`config.mk`:
```
export PLATFORM = sky130hd
export DESIGN_NAME = ssd_bcd_formatter
export DESIGN_NICKNAME = d
export VERILOG_FILES = /design/src/rtl/ssd_bcd_formatter.sv
export SDC_FILE = /design/constraint.sdc
export NUM_CORES = 1
export LEC_CHECK = 0
export CAP_MARGIN = 30
export CELL_PAD_IN_SITES_DETAIL_PLACEMENT = 1
export CELL_PAD_IN_SITES_GLOBAL_PLACEMENT = 1
export CORE_MARGIN = 1
export CORE_UTILIZATION = 39
export CTS_CLUSTER_SIZE = 10
export DETAILED_ROUTE_END_ITERATION = 12
export GPL_ROUTABILITY_DRIVEN = 0
export PLACE_DENSITY = 0.83
export SLEW_MARGIN = 20
export SYNTH_ARGS = -nofsm -noshare
export SYNTH_HDL_FRONTEND = slang
export SYNTH_SLANG_ARGS = --single-unit
```
`constraint.sdc`:
```
create_clock -name i_clk_20mhz -period 1.4 [get_ports i_clk_20mhz]
set_clock_uncertainty 0.2 [all_clocks]
set_input_delay 0.21 -clock i_clk_20mhz [delete_from_list [all_inputs] [get_ports i_clk_20mhz]]
set_output_delay 0.21 -clock i_clk_20mhz [all_outputs]
set_load 0.005 [all_outputs]
```
`src/rtl/ssd_bcd_formatter.sv`:
```
// Sequential binary-to-BCD front end for the 2-digit display (saturates at 99); SSD_BCD_DWELL_EN adds a rate limit.
// Latency: acceptance edge to new digits/o_update is 10 cycles; o_ready is low while busy, and a new sample is never queued.
module ssd_bcd_formatter #(
    parameter int unsigned DWELL_CYCLES = 2000000
) (
    input  logic       i_clk_20mhz,
    input  logic       i_rstn_20mhz,
    input  logic [7:0] i_value,
    input  logic       i_valid,
    output logic       o_ready,
    output logic [3:0] o_value0,
    output logic [3:0] o_value1,
    output logic       o_ovf,
    output logic       o_update
);

    typedef enum logic [1:0] {
        S_IDLE  = 2'd0,
        S_SHIFT = 2'd1,
        S_LOAD  = 2'd2,
        S_DWELL = 2'd3
    } state_t;

    if (DWELL_CYCLES < 1) begin : g_bad_dwell
        $error("DWELL_CYCLES must be at least 1");
    end

    state_t      state_q, state_d;
    logic [7:0]  bin_q, bin_d;
    logic [11:0] bcd_q, bcd_d;
    logic [11:0] bcd_adj;
    logic [2:0]  cnt_q, cnt_d;
    logic        pend_q, pend_d;
    logic [3:0]  val0_q, val0_d;
    logic [3:0]  val1_q, val1_d;
    logic        ovf_q, ovf_d;
    logic        upd_q, upd_d;

`ifdef SSD_BCD_DWELL_EN
    localparam int unsigned DW = (DWELL_CYCLES > 1) ? $clog2(DWELL_CYCLES) : 1;
    logic [DW-1:0] dwell_q, dwell_d;
`endif

    function automatic logic [3:0] add3(input logic [3:0] n);
        return (n >= 4'd5) ? n + 4'd3 : n;
    endfunction

    assign bcd_adj = {add3(bcd_q[11:8]), add3(bcd_q[7:4]), add3(bcd_q[3:0])};

    always_comb begin
        state_d = state_q;
        bin_d   = bin_q;
        bcd_d   = bcd_q;
        cnt_d   = cnt_q;
        pend_d  = 1'b0;
`ifdef SSD_BCD_DWELL_EN
        dwell_d = dwell_q;
`endif
        case (state_q)
            S_IDLE: begin
                if (i_valid) begin
                    state_d = S_SHIFT;
                    bin_d   = i_value;
                    bcd_d   = 12'd0;
                    cnt_d   = 3'd0;
                end
            end
            S_SHIFT: begin
                {bcd_d, bin_d} = {bcd_adj, bin_q} << 1;
                cnt_d          = cnt_q + 3'd1;
                if (cnt_q == 3'd7) begin
                    state_d = S_LOAD;
                end
            end
            S_LOAD: begin
                // bcd_q stays frozen after LOAD, so the output stage reads it one cycle later
                pend_d = 1'b1;
`ifdef SSD_BCD_DWELL_EN
                state_d = S_DWELL;
                dwell_d = DW'(DWELL_CYCLES - 1);
`else
                state_d = S_IDLE;
`endif
            end
`ifdef SSD_BCD_DWELL_EN
            S_DWELL: begin
                if (dwell_q == '0) begin
                    state_d = S_IDLE;
                end else begin
                    dwell_d = dwell_q - 1'b1;
                end
            end
`endif
            default: state_d = S_IDLE;
        endcase
    end

    always_comb begin
        val0_d = val0_q;
        val1_d = val1_q;
        ovf_d  = ovf_q;
        upd_d  = pend_q;
        if (pend_q) begin
            if (bcd_q[11:8] != 4'd0) begin
                val1_d = 4'd9;
                val0_d = 4'd9;
                ovf_d  = 1'b1;
            end else begin
                val1_d = bcd_q[7:4];
                val0_d = bcd_q[3:0];
                ovf_d  = 1'b0;
            end
        end
    end

    always_ff @(posedge i_clk_20mhz or negedge i_rstn_20mhz) begin
        if (!i_rstn_20mhz) begin
            state_q <= S_IDLE;
            bin_q   <= 8'd0;
            bcd_q   <= 12'd0;
            cnt_q   <= 3'd0;
            pend_q  <= 1'b0;
            val0_q  <= 4'd0;
            val1_q  <= 4'd0;
            ovf_q   <= 1'b0;
            upd_q   <= 1'b0;
`ifdef SSD_BCD_DWELL_EN
            dwell_q <= '0;
`endif
        end else begin
            state_q <= state_d;
            bin_q   <= bin_d;
            bcd_q   <= bcd_d;
            cnt_q   <= cnt_d;
            pend_q  <= pend_d;
            val0_q  <= val0_d;
            val1_q  <= val1_d;
            ovf_q   <= ovf_d;
            upd_q   <= upd_d;
`ifdef SSD_BCD_DWELL_EN
            dwell_q <= dwell_d;
`endif
        end
    end

    assign o_ready  = (state_q == S_IDLE);
    assign o_value0 = val0_q;
    assign o_value1 = val1_q;
    assign o_ovf    = ovf_q;
    assign o_update = upd_q;

endmodule
```
---- Word-level counts from Yosys, hierarchy flattened ----
Index checks and enable logic that the tools add are counted.
W data, S select, Z words.
cells by class
  muxes and demuxes ....................... 16
  equality and inequality tests ........... 5
  add/subtract/negate cells ............... 4
  reductions and logical operators ........ 5
  magnitude comparators ................... 3
operator list
  cell                   count
  $pmux W12 S2           1
  $mux W4                4
  $pmux W8 S2            1
  $ge A4 B3 Y1 const B   3
  $mux W12               1
  $add A4 B2 Y4 const B  2
  $mux W8                1
  $mux W3                2
  $pmux W3 S2            1
  $mux W2                2
  $ne A2 B2 Y1 const B   2
  $pmux W2 S2            1
  $reduce_and A2 Y1      2
  $reduce_bool A4 Y1     1
  $add A3 B1 Y3 const B  1
  $add A3 B2 Y3 const B  1
  $eq A3 B3 Y1 const B   1
  $eq A2 B1 Y1 const B   1
  $eq A2 B2 Y1 const B   1
  $logic_not A2 Y1       1
  $mux W1                2
  $reduce_bool A2 Y1     1
word-level totals
  word-level logic and storage cells ...... 42
  output and inout bits ................... 11
  input bits .............................. 11
  flip-flop bits (word level) ............. 36

---- Longest topological paths before layout ----
  depth after elaboration ................. 3
  depth in mapped cells ................... 5

---- Worst setup path before layout ----
No wires, ideal clock.
  kind .................................... register -> register
  start ................................... reg bcd_q[4]
  end ..................................... reg bcd_q[8]
  setup slack ............................. -0.077 ns
  data required time ...................... 1.099 ns
  path buffers ............................ 0
  arrival time ............................ 1.177 ns
  stages on the path, launching flop included .. 6
  cells stage by stage .................... dfrtp_1 > inv_1 > ha_1 > nor2b_1 > o21a_1 > o32ai_1
on the way
  word-level cells in the longest chain between the ends .. 3
RTL lines
  element                                               line  text
  from (decl)                                           30    logic [11:0] bcd_q, bcd_d;
  from (signal assigned)                                120   bcd_q <= 12'd0;
  from (signal assigned)                                133   bcd_q <= bcd_d;
  $add A4 B2 Y4 / $ge A4 B3 Y1 (equally long branches)  45    return (n >= 4'd5) ? n + 4'd3 : n;
  $mux W4 (*)                                           45
  $pmux W12 S2 (*)                                      59    case (state_q)
Every way passes the cells marked *; elsewhere a longest branch is shown, timed or not.
A chain may end at the register's enable or synchronous reset.

---- Worst setup path in the final report ----
  start ................................... reg bcd_q[5]
  end ..................................... reg bcd_q[5]
on the way
  word-level cells in the longest chain between the ends .. 3
RTL lines
  element       line
  $ge A4 B3 Y1  45
  $mux W4       45
  $pmux W12 S2  59
No other way between the ends.

==> key figures <==
Worst setup path
  • R2R Path Start: bcd_q[5]
  • CP peak stage delay: 410 ps
  • CP Cell Sequence: inv_2 > ha_4 > nor2b_4 > o21a_1 > buf_4 > o221ai_2
  • Worst r2r dst: bcd_q[5]
  • Critical Path End Type: flip-flop
  • Crit path max-delay family: flip-flops
  • Crit-path max FO: 4
  • Worst EP required: 1390 ps
  • R2R Setup Slk: -220 ps
  • CP bufs+invs: 2
  • Arrival time worst endpoint: 1610 ps
  • Critical path class: flip-flop to flip-flop
  • Critical path's slowest cell: dfrtp_1
  • CP Launch Type: flip-flop
  • Reg2reg path depth: 6

Layout
  • Most frequent cells in the layout: buf_4, dfrtp_1, buf_6
  • Final std cells w/o fill: 302
  • Share of layout cells above drive strength 1: 0.504
  • Core Util, Final: 0.672
  • Design Area, Final: 2950 um2
  • Fill cells: 438
  • Diode count: 0
  • Final net count: 270
  • Most common cell after layout, fill and taps aside: buf_4
  • Synth-to-Final Area Change: 64.3%

Drt
  • M1 WL: 2740 um
  • Final antenna-violating net count: 0
  • Routed Wire Length: 6940 um
  • Met3 Wirelength: 233 um
  • Met2 WL: 3720 um
  • Via/cell ratio: 5.77
  • Vias: 1742
  • Mean routed wirelength per cell: 23.0 um
  • Top sig layer: met4
  • Pre-Repair DR Iteration Count: 4
  • Starting DRT DRC Count: 72
  • # DRC: 0

CTS
  • Clock Pin Slew Worst Setup and Hold Paths: 80 ps
  • Clock Latency Late Sink: 310 ps
  • CTS H-tree depth: 2
  • CTS Buf Count: 5
  • Clk root buf: clkbuf_8
  • Maximum clock path buffer count: 2
  • # clock sinks: 36
  • CTS tree: built

Logic synthesis
  • Top FF cell, synth: dfrtp_1
  • EDFF count, synth: 0
  • Cell area after synthesis: 1790 um2
  • Cell count after synthesis: 173
  • Mapped Nets: 193
  • Ys async rst share: 1.00
  • Synthesis-stage register bit count: 36
  • Synth cell types: 34
  • Yosys warnings: 0
  • Avg Cell Area, Syn: 10.4 um2
  • Seq/Total Area, Yosys: 0.502

GRT
  • Vias in the first global route: 1988
  • GRT overflow: 0
  • Initial antenna violation count: 0
  • GRT Resource Usage Total: 0.265
  • First-pass GRT wire length: 9920 um
  • Largest net degree at the start of global routing: 37

Timing
  • Crit share post-route: 1.16
  • Hold Violations, Final: 0
  • Slew headroom: 0.788
  • Pins Over Slew Limit: 0
  • Worst setup margin: -224 ps
  • Slew @ Worst Pin: 319 ps
  • Final Setup Violations: 26
  • Min cycle time layout: 1620 ps
  • Fmax: 0.616 GHz
  • RSZ-0062 raised after global routing: true

Placed design
  • Setup WS pre-CTS: -503 ps
  • Inst Count DP: 264
  • Post-DP HPWL: 3490 um
  • Placed instance area: 2260 um2
  • Port Buffers: 21

Pwr
  • Max rail drop VDD: 1390 uV
  • Overall power: 7.18 mW
  • Logic pwr share: 0.611
  • Clock power share: 0.122
  • Flop pwr share: 0.267
  • Switching Fraction: 0.408
  • P_sw: 2.93 mW
  • Int Pwr: 4.26 mW
  • Pwr Density: 2440 nW/um2
  • Leakage: 1.34 nW

Die
  • Chip height: 69.8 um
  • Die width: 69.8 um
  • Initial Util: 0.409
  • Core area: 4380 um2
  • I/O Pins: 22
  • Full die area: 4870 um2
  • Rows: 24

Run status
  • Outcome: complete, but fails checks
  • Failing checks: setup timing

Flow run
  • Max_cap viols: 0

Worst hold path
  • Tightest Hold Check Type: input port to asynchronous set/reset pin
==> how the worst max path moves through the flow <==
| stage | from | end | slack (ps) | depth (start not counted) |
|---|---|---|---|---|
| 2_1_floorplan | bcd_q[4] | bcd_q[8] | -50 | 5 |
| 3_3_place_gp | i_valid | bin_q[5] | -320 | 4 |
| 3_5_place_dp | i_valid | bin_q[7] | -500 | 4 |
| 4_1_cts | bcd_q[4] | bcd_q[5] | -120 | 6 |
| 5_1_grt | bcd_q[4] | bcd_q[5] | -270 | 6 |
| 6_report | bcd_q[5] | bcd_q[5] | -220 | 6 |
==> power by group through the flow <==
| stage | Clock [mW] | Sequential (mW) | Combinational, mW |
|---|---|---|---|
| floorplan | 0 | 1.75 | 1.61 |
| global placement | 0 | 1.77 | 2.50 |
| detailed placement | 0 | 1.82 | 2.71 |
| CTS | 0.831 | 1.80 | 3.45 |
| global route | 0.908 | 1.97 | 4.68 |
| finish | 0.873 | 1.92 | 4.39 |
==> timing repair <==
action,4_1_cts,5_1_grt
setup endpoints to repair,40,35
pin swaps,14,26
buffers inserted,18,11
resized for setup,50,46
gates cloned,2,0
hold buffers,0,0
==> synthesized netlist by cell type (all sizes together) (3+ instances only) <==
| cell | number | share of area |
|---|---|---|
| dfrtp | 36 | 0.50 |
| inv | 16 | 0.033 |
| a21oi | 13 | 0.036 |
| nor2b | 13 | 0.047 |
| o21ai | 12 | 0.033 |
| ha | 9 | 0.063 |
| nand2 | 9 | 0.019 |
| nor2 | 8 | 0.017 |
| a22oi | 7 | 0.029 |
| buf | 6 | 0.031 |
| o2111ai | 6 | 0.029 |
| nand2b | 4 | 0.014 |
| o22ai | 4 | 0.014 |
| a32o | 3 | 0.017 |
| clkbuf | 3 | 0.0063 |
| o211ai | 3 | 0.013 |
| o21a | 3 | 0.013 |
| o221ai | 3 | 0.018 |
| o31ai | 3 | 0.013 |
==> flip-flops by register name, summed over array words and instances, names as in the netlist <==
name and count:
o_update 1, cnt_q 3, state_q 2, o_value1 4, pend_q 1, o_ovf 1
bcd_q 12, o_value0 4, bin_q 8
==> kinds of logic after synthesis <==
logic type | share of synthesized area
and+or+nand+nor | 0.110
buffers and inverters | 0.0705
AOI/OAI and AO/OA | 0.244
adders and majority gates | 0.0628
DFF | 0.502
xor gates and xnor gates | 0.00977
==> layer usage <==
metal,GRT usage,vias up
met5,0,-
met2,0.469,53
met4,0.138,0
li1,-,769
met1,0.298,897
met3,0.0552,23
==> worst register-to-register path: stages, from the launching register on <==
cell and delay (ps):
dfrtp_1 410, inv_2 120, ha_4 160, nor2b_4 170, o21a_1 210, buf_4 140, o221ai_2 80
==> per-stage QoR <==
stage / hold slack, ps / TNS (ps)
2_1_floorplan: -286 / -85.1
3_3_place_gp: 272 / -6330
3_5_place_dp: 297 / -9450
4_1_cts: 93.2 / -847
5_1_grt: 101 / -3650
6_report: 59.1 / -2480
==> area by class of cell <==
type	instances	area (um2)	share of cell area
inverters	16	60.1	0.0204
flip-flops and latches	36	903	0.307
well taps	52	65.1	0.0221
multi-input cells	112	1090	0.369
repair buffers	79	733	0.249
clock buffers	7	96.3	0.0327
Power figures use the tool's default switching activity.
